**src/rtl/mem_client_rmw.sv**
```systemverilog
`default_nettype none
// +----------------------------------------------------------------------------+
// | mem_client_rmw: arbiter client doing read, read-add-write or write on one  |
// | fixed word. Optional macro MEMCLIENT_TIMEOUT_EN adds a grant-wait timeout.  |
// | Revision: 1.0                                                              |
// +----------------------------------------------------------------------------+
module mem_client_rmw #(
  parameter int                    DATA_WIDTH = 32,
  parameter int                    ADDR_WIDTH = 8,
  parameter logic [ADDR_WIDTH-1:0] ADDRESS    = 8'h18,
  parameter int                    PERIOD     = 27000000,
  parameter int                    MODE       = 1,
  parameter logic [DATA_WIDTH-1:0] STEP       = {{(DATA_WIDTH-1){1'b0}}, 1'b1},
  parameter bit                    SATURATE   = 1'b0
`ifdef MEMCLIENT_TIMEOUT_EN
  , parameter int                  TIMEOUT    = 1024
`endif
) (
  input  logic                  clk,
  input  logic                  rst_n,
  input  logic                  enable,
  input  logic                  trigger,
  input  logic [DATA_WIDTH-1:0] wr_value,
  input  logic                  granted_access,
  output logic                  requesting_memory,
  output logic [ADDR_WIDTH-1:0] address,
  output logic                  read_write,
  input  logic [DATA_WIDTH-1:0] input_data,
  output logic [DATA_WIDTH-1:0] output_data,
  output logic [DATA_WIDTH-1:0] result,
  output logic                  done,
  output logic [15:0]           op_count,
  output logic                  timeout
);

  localparam int             CW       = $clog2(PERIOD + 1);
  localparam logic [CW-1:0]  PERIOD_C = CW'(PERIOD);

  typedef enum logic [1:0] {S_IDLE, S_WAIT, S_EXEC, S_WRITE} state_t;

  state_t                state_q, state_d;
  logic [CW-1:0]         cnt_q, cnt_d;
  logic                  req_q, req_d;
  logic                  rw_q, rw_d;
  logic [DATA_WIDTH-1:0] dout_q, dout_d;
  logic [DATA_WIDTH-1:0] result_q, result_d;
  logic                  done_q, done_d;
  logic [15:0]           opcnt_q, opcnt_d;
  logic [DATA_WIDTH:0]   sum_w;
  logic [DATA_WIDTH-1:0] incr_w;

`ifdef MEMCLIENT_TIMEOUT_EN
  localparam int            WW        = $clog2(TIMEOUT + 1);
  localparam logic [WW-1:0] WAIT_LAST = WW'(TIMEOUT - 1);
  logic [WW-1:0] wait_q, wait_d;
  logic          timeout_q, timeout_d;
`endif

  // The extra carry bit tells saturation when the add overflowed.
  assign sum_w  = {1'b0, input_data} + {1'b0, STEP};
  assign incr_w = (SATURATE && sum_w[DATA_WIDTH]) ? {DATA_WIDTH{1'b1}} : sum_w[DATA_WIDTH-1:0];

  always_comb begin
    cnt_d = cnt_q;
    if (granted_access || !enable) begin
      cnt_d = '0;
    end else if (cnt_q != PERIOD_C) begin
      cnt_d = cnt_q + CW'(1);
    end
  end

  always_comb begin
    state_d  = state_q;
    req_d    = req_q;
    rw_d     = rw_q;
    dout_d   = dout_q;
    result_d = result_q;
    done_d   = 1'b0;
`ifdef MEMCLIENT_TIMEOUT_EN
    timeout_d = timeout_q;
    wait_d    = (state_q == S_WAIT) ? wait_q + WW'(1) : '0;
`endif
    case (state_q)
      S_IDLE: begin
        if (enable && ((cnt_q == PERIOD_C) || trigger)) begin
          state_d = S_WAIT;
          req_d   = 1'b1;
          rw_d    = (MODE != 2);
          if (MODE == 2) begin
            dout_d = wr_value;
          end
        end
      end
      S_WAIT: begin
        if (granted_access) begin
          state_d = S_EXEC;
        end
`ifdef MEMCLIENT_TIMEOUT_EN
        // A grant on the limit cycle takes priority over the timeout.
        else if (wait_q == WAIT_LAST) begin
          state_d   = S_IDLE;
          req_d     = 1'b0;
          rw_d      = 1'b1;
          timeout_d = 1'b1;
        end
`endif
      end
      S_EXEC: begin
        if (MODE == 1) begin
          result_d = input_data;
          dout_d   = incr_w;
          rw_d     = 1'b0;
          state_d  = S_WRITE;
        end else if (MODE == 2) begin
          result_d = dout_q;
          req_d    = 1'b0;
          rw_d     = 1'b1;
          done_d   = 1'b1;
          state_d  = S_IDLE;
        end else begin
          result_d = input_data;
          req_d    = 1'b0;
          done_d   = 1'b1;
          state_d  = S_IDLE;
        end
      end
      S_WRITE: begin
        req_d   = 1'b0;
        rw_d    = 1'b1;
        done_d  = 1'b1;
        state_d = S_IDLE;
      end
      default: state_d = S_IDLE;
    endcase
    opcnt_d = done_d ? opcnt_q + 16'd1 : opcnt_q;
  end

  always_ff @(posedge clk or negedge rst_n) begin
    if (!rst_n) begin
      state_q  <= S_IDLE;
      cnt_q    <= '0;
      req_q    <= 1'b0;
      rw_q     <= 1'b1;
      dout_q   <= '0;
      result_q <= '0;
      done_q   <= 1'b0;
      opcnt_q  <= '0;
`ifdef MEMCLIENT_TIMEOUT_EN
      wait_q    <= '0;
      timeout_q <= 1'b0;
`endif
    end else begin
      state_q  <= state_d;
      cnt_q    <= cnt_d;
      req_q    <= req_d;
      rw_q     <= rw_d;
      dout_q   <= dout_d;
      result_q <= result_d;
      done_q   <= done_d;
      opcnt_q  <= opcnt_d;
`ifdef MEMCLIENT_TIMEOUT_EN
      wait_q    <= wait_d;
      timeout_q <= timeout_d;
`endif
    end
  end

  assign requesting_memory = req_q;
  assign address           = ADDRESS;
  assign read_write        = rw_q;
  assign output_data       = dout_q;
  assign result            = result_q;
  assign done              = done_q;
  assign op_count          = opcnt_q;
`ifdef MEMCLIENT_TIMEOUT_EN
  assign timeout           = timeout_q;
`else
  assign timeout           = 1'b0;
`endif

endmodule
`default_nettype wire

```
**config.mk**
```make
export PLATFORM = sky130hd
export DESIGN_NAME = mem_client_rmw
export DESIGN_NICKNAME = d
export VERILOG_FILES = /design/src/rtl/mem_client_rmw.sv
export SDC_FILE = /design/constraint.sdc
export NUM_CORES = 1
export LEC_CHECK = 0
export BUFFER_PORTS_ARGS = -buffer_cell sky130_fd_sc_hd__buf_2
export CORE_ASPECT_RATIO = 0.8
export CORE_MARGIN = 3
export CORE_UTILIZATION = 52
export DETAILED_ROUTE_END_ITERATION = 6
export GPL_ROUTABILITY_DRIVEN = 0
export PLACE_DENSITY = 0.81
export SLEW_MARGIN = 15
export SYNTH_ARGS = -nofsm -noshare
export SYNTH_HDL_FRONTEND = slang
export SYNTH_SLANG_ARGS = --single-unit
```
**constraint.sdc**
```tcl
create_clock -name clk -period 2.2 [get_ports clk]
set_input_delay 0.11 -clock clk [delete_from_list [all_inputs] [get_ports clk]]
set_output_delay 0.11 -clock clk [all_outputs]
set_load 0.02 [all_outputs]
```
==> impl_metrics.ini, run 1 <==
[global_route]
grtUsageMet1_pct = 25.7
grt-ovfl-total = 0
grt_pass1_vias = 3843
use_met3_pct = 6.58
antenna_found_initial = 0
track_usage_pct = 20.3
grt_util_met2_pct = 34.4
busiest_layer = met2
grt_pass1_wl_mm = 18.8
grt_max_degree = 43

[placed_design]
post-place-cells = 736
dp_hpwl_mm = 8.21
portBuffers = 119

[drt]
ant_nets = 0
drc = 0
first_iter_violations = 140
wl_mm = 11.2
routedWlPerCell_um = 14.8
drtPass1Iterations = 4
vias_per_cell = 5.20
vias = 3930

[clock_tree]
clk_path_buf_depth = 2
cts-root-buf = clkbuf_16
cts_sinks = 110
clock_latency_ns = 0.35
cts_tree = yes
tritoncts.num_buffers = 9
h-tree-depth = 3
clk_pin_slew_ns = 0.08

[final_layout]
layout.cells.most_common = buf_2
most-common-layout-cells = 118 x buf_2, 109 x dfrtp_1, 70 x nor2_1
layout-area-overhead-vs-synth_pct = 20.4
drive_above_1_share_pct = 31.3
diodes = 0
fillers = 785
fin_nets = 693
fin_cells = 756

[worst_setup_path]
required_ns = 2.43
cp_cell_sequence = dlygate4sd3_1 -> buf_2 -> and4_1 -> nand3_1 -> nor4_1 -> xnor2_1 -> a21oi_1
crit_type = in2reg
cp_max_fo = 12
r2r-end = state_q[1]
end_kind = flip-flop
arrival_ns = 2.28
ff2ff_setup_slack_ns = 0.22
cpMaxStageDelayCell = nor4_1
crit_path_start_kind = input pin
crit_path_max_incr_delay_ns = 0.57
r2r_start = cnt_q[0]
rr_worst_depth = 7

[run_status]
status = completed

[flow_run]
cap_violations = 0

[sta]
setup_tns_ns = 0
rsz0062_at_grt = no
hold_slack_ns = 0.0290
min_period_over_period_pct = 92.8
fmax_mhz = 490
fin_skew_ns = 0.00888
hold_viol = 0
setup_viol = 0
slew_headroom_pct = 45.2
fin_crit_ns = 2.04
drv_slew = 0
worstMarginPinSlew_ns = 0.819

[floorplan]
die_h_um = 96.2
core_area_um2 = 9770
die_x_um = 119
fp-row-count = 32
io_pins = 161
initial_core_util_pct = 54.2
fp.dieArea_um2 = 11400

[pwr]
p_per_area_nw_per_um2 = 1250
power_mw = 7.98
p_leak_nw = 2.84
ir_drop_uv = 877

[worst_hold_path]
hold_start = input_data[31]
min_path_cells = 2
hold_class = in2reg
whs_endpoint = result[31]

[synthesis]
ys_seq_elements = 110
ys_types = 48
ys_seq_area_share_pct = 52.0
syn_area_um2 = 5290
ys_async_sr_fraction_pct = 100
synthesis.instances = 493
synth_edf_count = 0
synth.avg_cell_area_um2 = 10.7
ys.warnings.count = 0
synth-main-ff-cell = dfrtp_1
-- state kept, by name, summed over array words and instances, names as in the netlist --
name / cells
output_data: 32
result: 32
cnt_q: 25
op_count: 16
state_q: 2
done: 1
read_write: 1
requesting_memory: 1
-- how the worst max path moves through the flow --
stage,startpoint,cells after the start,to
floorplan,cnt_q[8],5,state_q[1]
global placement,cnt_q[0],7,state_q[1]
detailed placement,cnt_q[0],7,state_q[1]
CTS,input_data[0],7,output_data[29]
global route,input_data[0],7,output_data[29]
finish,input_data[0],7,output_data[29]
-- cell type report --
class	count	area [um^2]	area share, %
Tap cell	136	170	2.67
Clock inverter	7	63.8	1.00
Timing Repair Buffer	130	723	11.4
Clock buffer	9	225	3.53
Multi-Input combinational cell	347	2370	37.2
Sequential cell	110	2750	43.2
Inverter	17	63.8	1.00
-- cell usage after synthesis (7+ instances only) --
library cell / count / area, um^2
clkbuf_1: 12 / 45.0
nor3_1: 9 / 45.0
nand2_1: 21 / 78.8
buf_4: 9 / 67.6
xor2_1: 21 / 184
dfrtp_1: 109 / 2730
a21oi_1: 34 / 170
ha_1: 9 / 113
nor2_1: 70 / 263
nand3_1: 23 / 115
mux2_2: 34 / 383
and4_1: 7 / 61.3
inv_1: 17 / 63.8
nand4_1: 14 / 87.6
xnor2_1: 45 / 394
and3_1: 7 / 43.8
-- stage by stage --
step / setup slack [ns] / util (%) / cell area (um^2)
after global placement: 0.287 / 61.9 / 6050
final: 0.158 / 65.2 / 6370
after floorplan: 0.381 / - / 5320
after CTS: 0.150 / 65.1 / 6360
after global routing: 0.0383 / 65.2 / 6370
after detailed placement: 0.197 / 61.9 / 6050
-- power by group --
| part | switching (mW) | internal, mW | total (mW) |
|---|---|---|---|
| Sequential | 0.409 | 2.72 | 3.13 |
| Combinational | 1.96 | 1.32 | 3.28 |
| Clock | 0.774 | 0.795 | 1.57 |
-- kinds of logic (layout without fill, tap and decap cells) --
family	after synthesis	count (layout)	share of synthesized area, %
fa+ha+maj	9	9	2.13
compound gates	43	43	4.26
xor+xnor	66	66	10.9
mux	39	39	8.28
simple gates	181	181	18.3
buf+inv	43	163	3.88
other cells	2	9	0.142
flops	110	110	52.0
-- per-layer routing --
metal / share of wire [%] / wire (um) / up-vias
met5: 0 / 0 / -
met2: 48 / 5410 / 107
met1: 44 / 4880 / 1903
met4: 0.81 / 91 / 0
met3: 7.1 / 799 / 7
li1: - / - / 1913
-- worst max-delay path: cells and delay by family --
family | cells | cell delay (ns)
simple gates | 3 | 1.22
compound gates | 1 | 0.09
buf+inv | 2 | 0.65
xor+xnor | 1 | 0.19
-- timing repair --
| item | in CTS | in global routing |
|---|---|---|
| setup endpoints to repair | 0 | 1 |
| hold endpoints to repair | 80 | 0 |
| hold buffers | 2 | 0 |
| resized for setup | 0 | 0 |
| setup buffers | 0 | 2 |
(Power assumes the default switching activity.)
==> run 2, diff against run 1 <==
--- a/config.mk
+++ b/config.mk
@@ -12,6 +12,7 @@
 export DETAILED_ROUTE_END_ITERATION = 6
 export GPL_ROUTABILITY_DRIVEN = 0
 export PLACE_DENSITY = 0.81
+export REMOVE_ABC_BUFFERS = 1
 export SLEW_MARGIN = 15
 export SYNTH_ARGS = -nofsm -noshare
 export SYNTH_HDL_FRONTEND = slang
==> impl_metrics.ini, run 2 (synthesized netlist as in run 1, its figures left out) <==
[flow_run]
cap_violations = 0

[worst_setup_path]
end_kind = flip-flop
r2r_start = cnt_q[0]
cp_cell_sequence = dlygate4sd3_1 -> buf_2 -> ha_1 -> and3_1 -> nand4_1 -> nor3_1 -> xnor2_1 -> a21oi_1
cp_max_fo = 8
crit_start = input_data[0]
crit_type = in2reg
required_ns = 2.43
crit_path_max_incr_delay_ns = 0.52
arrival_ns = 2.26
crit_path_start_kind = input pin
cpMaxStageDelayCell = dlygate4sd3_1

[clock_tree]
ctsResizeCount = 0
clk_path_buf_depth = 2
postCtsSetupBuffers = 0
clock_latency_ns = 0.35
cts-root-buf = clkbuf_16
h-tree-depth = 3
cts_hold_buf = 2
cts_tree = yes
clk_pin_slew_ns = 0.08
tritoncts.num_buffers = 9
cts_sinks = 110

[floorplan]
die_x_um = 119
fp-row-count = 32
io_pins = 161
core_area_um2 = 9770
die_h_um = 96.2
initial_core_util_pct = 54.2
fp.dieArea_um2 = 11400

[sta]
setup_ws_ns = 0.170
slew_headroom_pct = 45.0
fin_crit_ns = 2.03
hold_slack_ns = 0.0316
fin_skew_ns = 0.00657
setup_viol = 0
rsz0062_at_grt = no
fmax_mhz = 493
drv_slew = 0
hold_viol = 0
min_period_over_period_pct = 92.3
worstMarginPinSlew_ns = 0.823

[pwr]
p_per_area_nw_per_um2 = 1270
p_leak_nw = 2.84
power_mw = 8.09
ir_drop_uv = 594

[global_route]
antenna_found_initial = 0
grt-ovfl-total = 0
track_usage_pct = 20.6
grt_pass1_wl_mm = 18.8
grt_max_degree = 45
grt_pass1_vias = 3831

[drt]
wl_mm = 11.4
drc = 0
vias_per_cell = 5.27
first_iter_violations = 324
routedWlPerCell_um = 15.1
drtPass1Iterations = 6
ant_nets = 0
vias = 3977

[final_layout]
layout.cells.most_common = buf_2
drive_above_1_share_pct = 30.9
postLayoutCoreUtil_pct = 65.3
layout-area-overhead-vs-synth_pct = 20.5
diodes = 0
fin_nets = 691
seqCellArea_um2 = 2750
most-common-layout-cells = 118 x buf_2, 109 x dfrtp_1, 70 x nor2_1
multi_input_area_um2 = 2370
fillers = 767

[worst_hold_path]
hold_start = input_data[31]
hold_class = in2reg

[run_status]
status = completed

[placed_design]
dp_hpwl_mm = 8.33
place_ws_ns = 0.229
portBuffers = 119
-- run 2: changes by cell type in the layout (fill, tap and decap cells not counted), sizes merged --
cell / previous run / this run
buf: 128 / 126
bufinv: 0 / 1
clkbuf: 9 / 10
clkinv: 1 / 0
inv: 21 / 20
-- run 2: worst paths after layout --
path / endpoint / slack [ns] / cells past startpoint
worst max-delay path: output_data[28] / 0.17 / 8
worst min register to register: op_count[15] / 0.47 / 1
min in group asynchronous: op_count[15] / 0.25 / 2
worst max register to register: state_q[1] / 0.20 / 7
max in group asynchronous: result[13] / 1.17 / 3
worst min-delay path: result[31] / 0.03 / 2
-- run 2: stage by stage --
stage          TNS, ns  std cells  cell area [um^2]
2_1_floorplan   -44.54        474              5180
3_5_place_dp         0        736              6050
5_1_grt              0        754              6370
6_report             0        754              6370
3_3_place_gp         0        736              6050
4_1_cts              0        754              6370
-- run 2: cell type report --
cell class | instances | area share, %
clock buffers | 10 | 3.59
clock inverters | 6 | 1.24
inverters | 17 | 1.00
multi-input cells | 347 | 37.2
flip-flops and latches | 110 | 43.2
well taps | 136 | 2.67
repair buffers | 128 | 11.1
-- run 2: routing by layer --
layer / global-route usage, % / part of all wire (%)
met4: 6.46 / 1.4
met3: 4.94 / 5.0
met2: 35.2 / 49
met1: 26.4 / 45
met5: 0 / 0
-- run 2: where the power goes --
group          internal [mW]  total [mW]  switching, mW
combinational           1.31        3.29           1.98
sequential              2.72        3.12          0.393
clock                  0.908        1.68          0.775
-- run 2: critical path, delay by kind of cell --
family,cells,cell delay [ns]
XOR/XNOR,1,0.15
AND/OR/NAND/NOR,3,1.07
buffers and inverters,2,0.66
AO/OA/AOI/OAI,1,0.08
adder cells (fa/ha/maj),1,0.18
